### config.mk
export PLATFORM = sky130hd
export DESIGN_NAME = byte_lane_arbiter_4f_flat
export DESIGN_NICKNAME = d
export VERILOG_FILES = /design/src/rtl/byte_lane_arbiter_4f_pkg.sv /design/src/rtl/byte_lane_arbiter_4f_if.sv /design/src/rtl/byte_lane_arbiter_4f_rr_pick.sv /design/src/rtl/byte_lane_arbiter_4f.sv /design/src/flat_wrapper.sv
export SDC_FILE = /design/constraint.sdc
export NUM_CORES = 1
export LEC_CHECK = 0
export CORE_MARGIN = 3
export CORE_UTILIZATION = 48
export DETAILED_ROUTE_END_ITERATION = 6
export GPL_TIMING_DRIVEN = 0
export MAX_ROUTING_LAYER = met4
export PLACE_DENSITY_LB_ADDON = 0.12
export SYNTH_ARGS = -nofsm -noshare
export SYNTH_HDL_FRONTEND = slang
export SYNTH_HIERARCHICAL = 1
export SYNTH_SLANG_ARGS = --single-unit
### constraint.sdc
create_clock -name clk_4f -period 5.05 [get_ports clk_4f]
set_input_delay 1.01 -clock clk_4f [delete_from_list [all_inputs] [get_ports clk_4f]]
set_output_delay 1.01 -clock clk_4f [all_outputs]
set_load 0.1 [all_outputs]
### src/rtl/byte_lane_arbiter_4f_pkg.sv
// Shared encodings, output bundle and lane arithmetic for the byte-lane arbiter.
package byte_lane_arbiter_4f_pkg;

  localparam int LANE_W         = 2;
  localparam int BYTES_PER_WORD = 4;

  localparam logic [0:0] ST_IDLE  = 1'b0;
  localparam logic [0:0] ST_BURST = 1'b1;

  typedef logic [LANE_W-1:0] lane_t;

  typedef struct packed {
    logic       vld;
    logic [7:0] dat;
    lane_t      lane;
    logic       first;
    logic       last;
    logic       abort;
  } out_t;

  function automatic lane_t lane_inc(input lane_t lane, input int nlanes);
    return (int'(lane) == nlanes - 1) ? '0 : lane + lane_t'(1);
  endfunction

endpackage

### src/rtl/byte_lane_arbiter_4f_if.sv
// Lane-side request bus and packer-side byte stream of the byte-lane arbiter.
interface byte_lane_arbiter_4f_if #(parameter int NLANES = 4);
  import byte_lane_arbiter_4f_pkg::*;

  logic [NLANES-1:0]   valid_in;
  logic [8*NLANES-1:0] data_in;
  logic [NLANES-1:0]   ready_out;
  logic                valid_out;
  logic [7:0]          data_out;
  lane_t               lane_out;
  logic                first_out;
  logic                last_out;
  logic                abort_out;

  modport master (
    output valid_in, data_in,
    input  ready_out, valid_out, data_out, lane_out, first_out, last_out, abort_out
  );

  modport slave (
    input  valid_in, data_in,
    output ready_out, valid_out, data_out, lane_out, first_out, last_out, abort_out
  );

endinterface

### src/rtl/byte_lane_arbiter_4f_rr_pick.sv
// Combinational round-robin picker: first requesting lane at or after ptr, modulo NLANES.
module byte_lane_arbiter_4f_rr_pick
  import byte_lane_arbiter_4f_pkg::*;
#(
  parameter int NLANES = 4
) (
  input  logic [NLANES-1:0] req_i,
  input  lane_t             ptr_i,
  output lane_t             gnt_idx_o,
  output logic              any_req_o
);

  lane_t cand [NLANES];

  for (genvar k = 0; k < NLANES; k++) begin : g_cand
    assign cand[k] = lane_t'((int'(ptr_i) + k) % NLANES);
  end

  // Scan from the farthest candidate back toward ptr so the nearest request wins.
  always_comb begin
    gnt_idx_o = '0;
    any_req_o = 1'b0;
    for (int k = NLANES - 1; k >= 0; k--) begin
      if (req_i[cand[k]]) begin
        gnt_idx_o = cand[k];
        any_req_o = 1'b1;
      end
    end
  end

endmodule

### src/rtl/byte_lane_arbiter_4f.sv
// Grants one lane per 4-byte word round-robin, forwards its bytes with first/last/lane tags,
// and aborts a word after TIMEOUT consecutive stalled cycles.
module byte_lane_arbiter_4f
  import byte_lane_arbiter_4f_pkg::*;
#(
  parameter int NLANES  = 4,
  parameter int TIMEOUT = 15
) (
  input  logic                  clk_4f,
  input  logic                  reset,
  byte_lane_arbiter_4f_if.slave bus
);

  logic [0:0] state_q, state_d;
  lane_t      grant_q, grant_d;
  lane_t      ptr_q, ptr_d;
  logic [1:0] bcnt_q, bcnt_d;
  logic [7:0] icnt_q, icnt_d;
  out_t       out_q, out_d;

  lane_t      pick_idx;
  logic       any_req;
  logic       in_burst;
  logic       xfer;
  logic [7:0] lane_byte [NLANES];

  byte_lane_arbiter_4f_rr_pick #(.NLANES(NLANES)) u_rr_pick (
    .req_i     (bus.valid_in),
    .ptr_i     (ptr_q),
    .gnt_idx_o (pick_idx),
    .any_req_o (any_req)
  );

  for (genvar i = 0; i < NLANES; i++) begin : g_lane
    assign lane_byte[i] = bus.data_in[8*i +: 8];
  end

  assign in_burst      = (state_q == ST_BURST);
  assign bus.ready_out = in_burst ? (NLANES'(1) << grant_q) : '0;
  assign xfer          = in_burst && bus.valid_in[grant_q];

  always_comb begin
    state_d = state_q;
    grant_d = grant_q;
    ptr_d   = ptr_q;
    bcnt_d  = bcnt_q;
    icnt_d  = icnt_q;
    out_d   = '0;

    if (!in_burst) begin
      if (any_req) begin
        grant_d = pick_idx;
        bcnt_d  = '0;
        icnt_d  = '0;
        state_d = ST_BURST;
      end
    end else if (xfer) begin
      out_d.vld   = 1'b1;
      out_d.dat   = lane_byte[grant_q];
      out_d.lane  = grant_q;
      out_d.first = (bcnt_q == 2'd0);
      out_d.last  = (bcnt_q == 2'(BYTES_PER_WORD - 1));
      bcnt_d      = bcnt_q + 2'd1;
      icnt_d      = '0;
      if (bcnt_q == 2'(BYTES_PER_WORD - 1)) begin
        state_d = ST_IDLE;
        ptr_d   = lane_inc(grant_q, NLANES);
      end
    end else if (icnt_q == 8'(TIMEOUT - 1)) begin
      // Source went quiet too long: drop the word and move the pointer past it.
      out_d.abort = 1'b1;
      icnt_d      = '0;
      state_d     = ST_IDLE;
      ptr_d       = lane_inc(grant_q, NLANES);
    end else begin
      icnt_d = icnt_q + 8'd1;
    end
  end

  always_ff @(posedge clk_4f or posedge reset) begin
    if (reset) begin
      state_q <= ST_IDLE;
      grant_q <= '0;
      ptr_q   <= '0;
      bcnt_q  <= '0;
      icnt_q  <= '0;
      out_q   <= '0;
    end else begin
      state_q <= state_d;
      grant_q <= grant_d;
      ptr_q   <= ptr_d;
      bcnt_q  <= bcnt_d;
      icnt_q  <= icnt_d;
      out_q   <= out_d;
    end
  end

  assign bus.valid_out = out_q.vld;
  assign bus.data_out  = out_q.dat;
  assign bus.lane_out  = out_q.lane;
  assign bus.first_out = out_q.first;
  assign bus.last_out  = out_q.last;
  assign bus.abort_out = out_q.abort;

endmodule

### src/flat_wrapper.sv
// flat-port wrapper written by rule: the top's interface ports become plain ports
module byte_lane_arbiter_4f_flat import byte_lane_arbiter_4f_pkg::*;
#(
  parameter int NLANES  = 4,
  parameter int TIMEOUT = 15
)
  (clk_4f, reset, bus_valid_in, bus_data_in, bus_ready_out, bus_valid_out, bus_data_out, bus_lane_out, bus_first_out, bus_last_out, bus_abort_out);
  byte_lane_arbiter_4f_if #(.NLANES(NLANES)) bus_i ();
  input  logic clk_4f;
  input  logic reset;
  input wire logic [$bits(bus_i.valid_in)-1:0] bus_valid_in;
  input wire logic [$bits(bus_i.data_in)-1:0] bus_data_in;
  output wire logic [$bits(bus_i.ready_out)-1:0] bus_ready_out;
  output wire logic [$bits(bus_i.valid_out)-1:0] bus_valid_out;
  output wire logic [$bits(bus_i.data_out)-1:0] bus_data_out;
  output wire logic [$bits(bus_i.lane_out)-1:0] bus_lane_out;
  output wire logic [$bits(bus_i.first_out)-1:0] bus_first_out;
  output wire logic [$bits(bus_i.last_out)-1:0] bus_last_out;
  output wire logic [$bits(bus_i.abort_out)-1:0] bus_abort_out;
  assign bus_i.valid_in = bus_valid_in;
  assign bus_i.data_in = bus_data_in;
  assign bus_ready_out = bus_i.ready_out;
  assign bus_valid_out = bus_i.valid_out;
  assign bus_data_out = bus_i.data_out;
  assign bus_lane_out = bus_i.lane_out;
  assign bus_first_out = bus_i.first_out;
  assign bus_last_out = bus_i.last_out;
  assign bus_abort_out = bus_i.abort_out;
  byte_lane_arbiter_4f #(.NLANES(NLANES), .TIMEOUT(TIMEOUT)) u_core (.clk_4f(clk_4f), .reset(reset), .bus(bus_i));
endmodule
## Yosys cells after proc, flatten, opt, wreduce, memory -nomap -nowiden

Index checks and enable logic that the tools add are counted.

- Register bits after elaboration: 29
- Bits of input ports: 38
- Output and inout bits: 18
- Logic and storage cells: 80

- Add/subtract/negate cells: 6
- $lt $le $gt $ge: 6
- Equality and inequality tests: 5
- Shift operators: 1
- Mux-type cells: 42
- Bitwise gates (word level): 2
- Reduce and logical (&&, ||, !) cells: 7

Operators by type and width:

| operator | number |
|---|---|
| two-way mux 8 bit | 6 |
| two-way mux 2 bit | 11 |
| binary-select mux 8 bit (select 2 bit) | 1 |
| two-way mux 1 bit | 16 |
| < comparator 2 x 3 -> 1 bit (second input constant) | 5 |
| two-way mux 14 bit | 1 |
| two-way mux 13 bit | 1 |
| binary-select mux 1 bit (select 2 bit) | 5 |
| adder 8 x 1 -> 8 bit (second input constant) | 1 |
| equality test 8 x 4 -> 1 bit (second input constant) | 1 |
| adder 2 x 1 -> 2 bit (second input constant) | 3 |
| adder 2 bit (second input constant) | 2 |
| two-way mux 4 bit | 1 |
| != test 2 bit (second input constant) | 2 |
| AND reduction 2 bit | 2 |
| nonzero test 2 bit | 2 |
| left shift 1 x 2 -> 4 bit (first input constant) | 1 |
| >= comparator 3 bit (second input constant) | 1 |
| inverter 2 -> 3 bit | 1 |
| AND reduction 3 bit | 1 |
| equality test 2 x 1 -> 1 bit (second input constant) | 1 |
| equality test 2 bit (second input constant) | 1 |
| logical NOT 2 bit | 1 |
| logical AND 1 bit | 1 |
| inverter 1 bit | 1 |

## Longest topological paths before layout

Gate-level depths: netlist (run 1).

- Depth in word-level cells: 9
- Gate-level depth with buffers: 7
- Gate-level depth less buffers: 6

## Hierarchy

The synthesis (run 1) kept the hierarchy.

By module, submodules not included:

| module | times used | cells an instance | area an instance (µm²) | seq. area each (µm²) |
|---|---|---|---|---|
| byte_lane_arbiter_4f | 1 | 137 | 1535.2 | 725.7 |
| byte_lane_arbiter_4f_rr_pick | 1 | 13 | 77.6 | 0.0 |

## Least setup slack after synthesis (run 1)

Ideal clock, no wire load.

- Kind: register -> output
- Start point: register u_core.grant_q[0]
- End point: output port bus_ready_out[0]
- Data arrival time: 1784 ps
- Data required time: 4040 ps
- Path slack: 2256 ps
- Cell stages (with the launch flop): 5
- Path buffers: 1
- Cells stage by stage: dfrtp_1 buf_1 inv_1 ha_1 and2_1

- Word-level cells in the longest chain between the ends: 2

Ends and longest elaborated chain:

| element | RTL line | source |
|---|---|---|
| start: declaration | byte_lane_arbiter_4f.sv:15 | `lane_t grant_q, grant_d;` |
| start signal: assignment | byte_lane_arbiter_4f.sv:90 | `grant_q <= grant_d;` |
| left shift 1 x 2 -> 4 bit | byte_lane_arbiter_4f.sv:39 | `assign bus.ready_out = in_burst ? (NLANES'(1) << grant_q) : '0;` |
| two-way mux 4 bit | byte_lane_arbiter_4f.sv:39 |  |
| end: declaration | flat_wrapper.sv:13 | `output wire logic [$bits(bus_i.ready_out)-1:0] bus_ready_out;` |

No other way between the ends.

## Worst setup path after layout (run 1)

Same ends and word-level chain as after synthesis.

==> reports/results.ini, run 1 <==
[routing]
drtIter0Drc = 78
first_pass_iters = 4
ant_nets = 0
drc_errors = 0
routed_wirelength_mm = 4.121
wire_per_inst_um = 16.04
vias_per_cell = 5.389
num_vias = 1385

[setup_path]
path_depth = 5
cp.required_ns = 4.04
critPathLaunchType = register
cp.arrival_ns = 3.10
critical-path-top-delay-family = buffers and inverters
path_cells = buf_1 > inv_1 > ha_1 > and2_1 > clkdlybuf4s50_1
worstSetupPathType = reg -> out
r2r_setup_slack_ns = 2.72
reg2reg_depth = 7
end_kind = output pin
cpPeakStageDelay_ns = 0.96
slowest_stage = clkdlybuf4s50_1
worstPathMaxFanout = 10
critPathBufInv = 3

[placed_design]
dp_hpwl_mm = 3.081
gp_congestion = 0.8393
dp_slack_ns = 1.300
portBuffers = 55
dpl_cell_area_sq_um = 2218

[global_route]
first_global_vias = 1399
track_usage_pct = 22.14
overflow = 0
grt_pass1_wl_mm = 6.741
grt_start_max_net_pins = 30
antenna_found_initial = 0

[hold_path]
hold_path.class = reg -> reg
hold_depth = 1

[sta]
hold_viol = 0
period_share_pct = 81.38
fin_skew_ns = 0.007776
fin_crit_ns = 4.110
max_freq_mhz = 243.3
fin_setup_tns_ns = 0
setup_violations = 0
fin_ws_ns = 0.9403
tightest_slew_ns = 1.050
slew_viol_final = 0
relSlewSlack_pct = 29.94
rsz0062_at_grt = false

[synthesis]
synth_fp_nets = 196
synth_cell_types = 32
synth_seq_area_share_pct = 45.00
syn_area_per_cell_sq_um = 10.75
synth-seq-cells = 29
synth_ff_type = dfrtp_1
syn_area_sq_um = 1613
synth_edf_count = 0
ys_async_sr_fraction_pct = 100.0
syn_inst = 150
synth_warnings = 6

[die]
die-height_um = 63.97
io_pins = 56
dieArea_sq_um = 4092
rows = 20
die_x_um = 63.97
coreArea_sq_um = 3128
start_util_pct = 51.56

[clock_network]
cts_tree = built
cts-resized-gates = 0
cts_buffers = 5
htreeDepth = 2
cts_hold_buf = 0
post_cts.repair.setup_buffers = 0
insertion_delay_ns = 0.35
clk_path_buf_depth = 2
cts.sinks = 29
cts_root_buf = clkbuf_4
cts.clk_slew.worst_paths_ns = 0.10

[finish]
final_net_count = 258
final_layout_size_suffix_gt1_share_pct = 10.80
final_cell_mix = clkdlybuf4s50_1 (55), dfrtp_1 (29), nand2_1 (15), nor2_1 (13), inv_1 (11)
final_common_cell = clkdlybuf4s50_1
diodes = 0
area_delta_synth_final_pct = 41.89
fin_area_sq_um = 2288

[power]
power_density_nw_per_um2 = 650.3
ir_drop_uv = 372.2
p_leak_uw = 0.0009948

[outcome]
status = finished clean

[flow_run]
maxCapViolations = 0

worst paths after layout:
path / end / startpoint
worst min-delay path: u_core/icnt_q[7] / u_core/icnt_q[7]
worst min register to register: u_core/icnt_q[7] / u_core/icnt_q[7]
max in group asynchronous: u_core/icnt_q[5] / reset
min in group asynchronous: u_core/bus.data_out[2] / reset
worst max-delay path: bus_ready_out[0] / u_core/grant_q[0]
worst max register to register: u_core/ptr_q[1] / u_core/icnt_q[0]
sequential cells by signal, indices dropped and copies added, names as in the netlist:
| signal | cells |
|---|---|
| u_core/bcnt_q | 2 |
| u_core/bus.abort_out | 1 |
| u_core/bus.data_out | 8 |
| u_core/bus.first_out | 1 |
| u_core/bus.lane_out | 2 |
| u_core/bus.last_out | 1 |
| u_core/bus.valid_out | 1 |
| u_core/grant_q | 2 |
| u_core/icnt_q | 8 |
| u_core/in_burst | 1 |
| u_core/ptr_q | 2 |
kinds of logic (layout without fill, tap and decap cells):
kind of cell    count (synthesis)  after routing  synth area share (%)
fa+ha+maj                       8              8                 6.207
flops                          29             29                 45.00
mux                            15             15                 16.52
simple gates                   59             59                 18.15
xor+xnor                        1              1                0.5432
buf+inv                        18             81                 4.732
compound gates                 20             20                 8.844
synth_stat cells, types with 3 or more instances:
master    count  share of area [%]
and2_1        6                2.3
nor2_1       13                3.0
dfrtp_1      29                 45
nand3_1       7                2.2
ha_1          8                6.2
mux2i_1       3                1.9
a31oi_1       3                1.2
inv_1        11                2.6
o21ai_0       8                2.5
mux4_2        9                 13
clkbuf_1      4               0.93
nand2_1      15                3.5
and3_1        9                3.5
per-stage QoR:
stage / hold WS, ns / instances / util (%) / power, uW
2_1_floorplan: 0.4575 / 150 / - / 1086
3_3_place_gp: 0.4895 / 249 / 70.92 / 1301
5_1_grt: 0.5553 / 257 / 73.16 / 1558
4_1_cts: 0.5125 / 257 / 73.16 / 1488
3_5_place_dp: 0.5004 / 249 / 70.92 / 1322
6_report: 0.5167 / 257 / 73.16 / 1488
per-layer routing:
layer	up-vias	wire, um	global-route usage (%)
met3	8	233	4.042
met1	664	1642	25.81
met2	61	2179	38.06
met5	-	0	-
li1	652	-	-
met4	0	65	8.086
cell type report:
| class | count | area, sq um |
|---|---|---|
| inverters | 11 | 41.29 |
| multi-input cells | 103 | 810.8 |
| fillers | 239 | 839.6 |
| flip-flops and latches | 29 | 725.7 |
| plain buffers | 7 | 35.03 |
| repair buffers | 55 | 550.5 |
| clock inverters | 1 | 5.005 |
| clock buffers | 7 | 65.06 |
| well taps | 44 | 55.05 |
power breakdown:
group	internal [uW]	total, uW	leakage [uW]	switching [uW]
combinational	284	955	0.000578	671
sequential	312	366	0.000376	54.4
clock	80.5	167	0.0000413	86.8
total	676	1490	0.000995	812
(Power assumes the default switching activity.)
==> run 2, diff against run 1 <==
- CORE_UTILIZATION: 48 -> 45
- clock period: 5.05 -> 4.3 ns (I/O delays scaled with it)
==> run 2 against run 1 <==
  * Clock-buffer cell count down 2
  * Flip-flop and latch count unchanged
  * Final cell count increased by 0.78%
  * Sequential share of layout area fell by 0.48 points
  * Power up 22%
  * Global-route usage down 1.3 points
  * Worst setup slack worse by 0.48 ns
  * Non-clock buffer count unchanged
  * Clock power grew 65%
  * Hold slack gained 0.0040 ns
  * Clock skew is 0.0087 ns higher
  * Largest power group unchanged
==> reports/results.ini, run 2 (same netlist as run 1, synthesis figures left out) <==
[clock_network]
post_cts.repair.setup_buffers = 0  ; unchanged
cts.sinks = 29  ; unchanged
cts-resized-gates = 0  ; unchanged
cts_root_buf = clkbuf_4
cts_tree = built
cts_hold_buf = 0  ; unchanged
htreeDepth = 2  ; unchanged
insertion_delay_ns = 0.32  ; -0.03 ns
clk_path_buf_depth = 2  ; unchanged
cts_buffers = 5  ; unchanged
cts.clk_slew.worst_paths_ns = 0.11  ; about the same

[global_route]
grt_pass1_wl_mm = 6.603  ; -2.0%
antenna_found_initial = 0  ; unchanged
grt_start_max_net_pins = 30  ; unchanged
track_usage_pct = 20.89  ; -1.3 points
overflow = 0  ; unchanged
first_global_vias = 1447  ; +3.4%

[routing]
num_vias = 1358  ; -1.9%
wire_per_inst_um = 14.76  ; -7.9%
first_pass_iters = 4  ; unchanged
routed_wirelength_mm = 3.823  ; -7.2%
drc_errors = 0  ; unchanged
drtIter0Drc = 81  ; +3.8%
vias_per_cell = 5.243  ; -2.7%
ant_nets = 0  ; unchanged

[setup_path]
path_cells = buf_1 > inv_1 > ha_1 > and2_1 > clkdlybuf4s50_1
cpPeakStageDelay_ns = 0.96  ; about the same
critPathLaunchType = register
end_kind = output pin
worstPathMaxFanout = 10  ; unchanged
slowest_stage = clkdlybuf4s50_1
cp.required_ns = 3.44  ; -0.60 ns
reg2reg_depth = 7  ; unchanged
cp.arrival_ns = 2.98  ; -0.12 ns
worstSetupPathType = reg -> out

[die]
rows = 21  ; +5.0%
dieArea_sq_um = 4338  ; +6.0%
io_pins = 56  ; unchanged
die-height_um = 65.87  ; +3.0%
start_util_pct = 47.58  ; -4.0 points
die_x_um = 65.87  ; +3.0%
coreArea_sq_um = 3390  ; +8.4%

[finish]
final_cells = 259  ; +0.78%
final_layout_size_suffix_gt1_share_pct = 10.80  ; unchanged
n_fill_cell = 266  ; +11%
diodes = 0  ; unchanged
final_net_count = 258  ; unchanged
area_delta_synth_final_pct = 44.07
final_cell_mix = clkdlybuf4s50_1 (55), dfrtp_1 (29), nand2_1 (15), nor2_1 (13), inv_1 (11)
final_common_cell = clkdlybuf4s50_1

[sta]
setup_violations = 0  ; unchanged
holdWs_ns = 0.5207  ; +0.003986 ns
slew_viol_final = 0  ; unchanged
period_share_pct = 89.37
max_freq_mhz = 260.2
tightest_slew_ns = 1.054  ; +0.003979 ns
fin_setup_tns_ns = 0  ; unchanged
fin_skew_ns = 0.01646  ; +0.008686 ns
hold_viol = 0  ; unchanged
rsz0062_at_grt = false
relSlewSlack_pct = 29.67  ; -0.27 points
fin_crit_ns = 3.843

[flow_run]
maxCapViolations = 0  ; unchanged

[outcome]
status = finished clean

[placed_design]
dp_hpwl_mm = 3.025  ; -1.8%
gp_congestion = 0.8379  ; -0.17%
place_inst = 251  ; +0.80%
portBuffers = 55  ; unchanged

[hold_path]
hold_path.class = reg -> reg
hold_depth = 1  ; unchanged

[power]
p_leak_uw = 0.001009  ; +1.4%
power_density_nw_per_um2 = 780.6  ; +20%
ir_drop_uv = 716.2  ; +92%

-- run 2: report_power, final --
part	total [uW]	switching, uW	internal [uW]	leakage [uW]
Clock	276	95.6	180	0.0000552
Sequential	424	58.4	366	0.000376
Combinational	1110	781	333	0.000578
Total	1810	935	879	0.00101
-- run 2: per-stage QoR --
stage	setup WS (ns)	util (%)	power, uW	cell area [sq um]
after CTS	0.3697	68.55	1832	2323
after detailed placement	0.7342	65.52	1551	2221
final	0.4573	68.55	1814	2323
after global routing	0.1724	68.55	1925	2323
after global placement	0.7229	65.52	1531	2221
after floorplan	1.656	-	1275	1613
-- run 2: routing by layer --
metal | up-vias | global-route usage [%] | part of all wire [%]
met4 | 0 | 7.254 | 1.7
met3 | 8 | 5.272 | 4.0
met1 | 662 | 23.77 | 41
met5 | - | - | 0
met2 | 36 | 35.67 | 53
li1 | 652 | - | -
-- run 2: layout make-up --
cell class | instances | area (sq um) | area share, %
inverter | 11 | 41.29 | 1.777
sequential | 29 | 725.7 | 31.23
clock buffer | 5 | 37.54 | 1.616
tap | 46 | 57.56 | 2.477
buffer | 7 | 35.03 | 1.508
timing repair buffer | 55 | 550.5 | 23.69
multi-input combinational | 103 | 810.8 | 34.89
clock inverter | 3 | 65.06 | 2.800
-- run 2: worst max-delay path, delay by kind of cell (launching register included) --
kind,cells,cell delay (ns)
buffers and inverters,3,1.79
adders and majority gates,1,0.26
DFF,1,0.47
and+or+nand+nor,1,0.15
-- run 2: path summary, 6_finish.rpt --
path / startpoint / to / slack [ns]
worst max-delay path: u_core/grant_q[0] / bus_ready_out[0] / 0.46
worst max register to register: u_core/icnt_q[0] / u_core/ptr_q[0] / 1.97
worst min register to register: u_core/icnt_q[7] / u_core/icnt_q[7] / 0.52
max in group asynchronous: reset / u_core/bus.data_out[5] / 2.56
min in group asynchronous: reset / u_core/bus.first_out / 1.09
worst min-delay path: u_core/icnt_q[7] / u_core/icnt_q[7] / 0.52
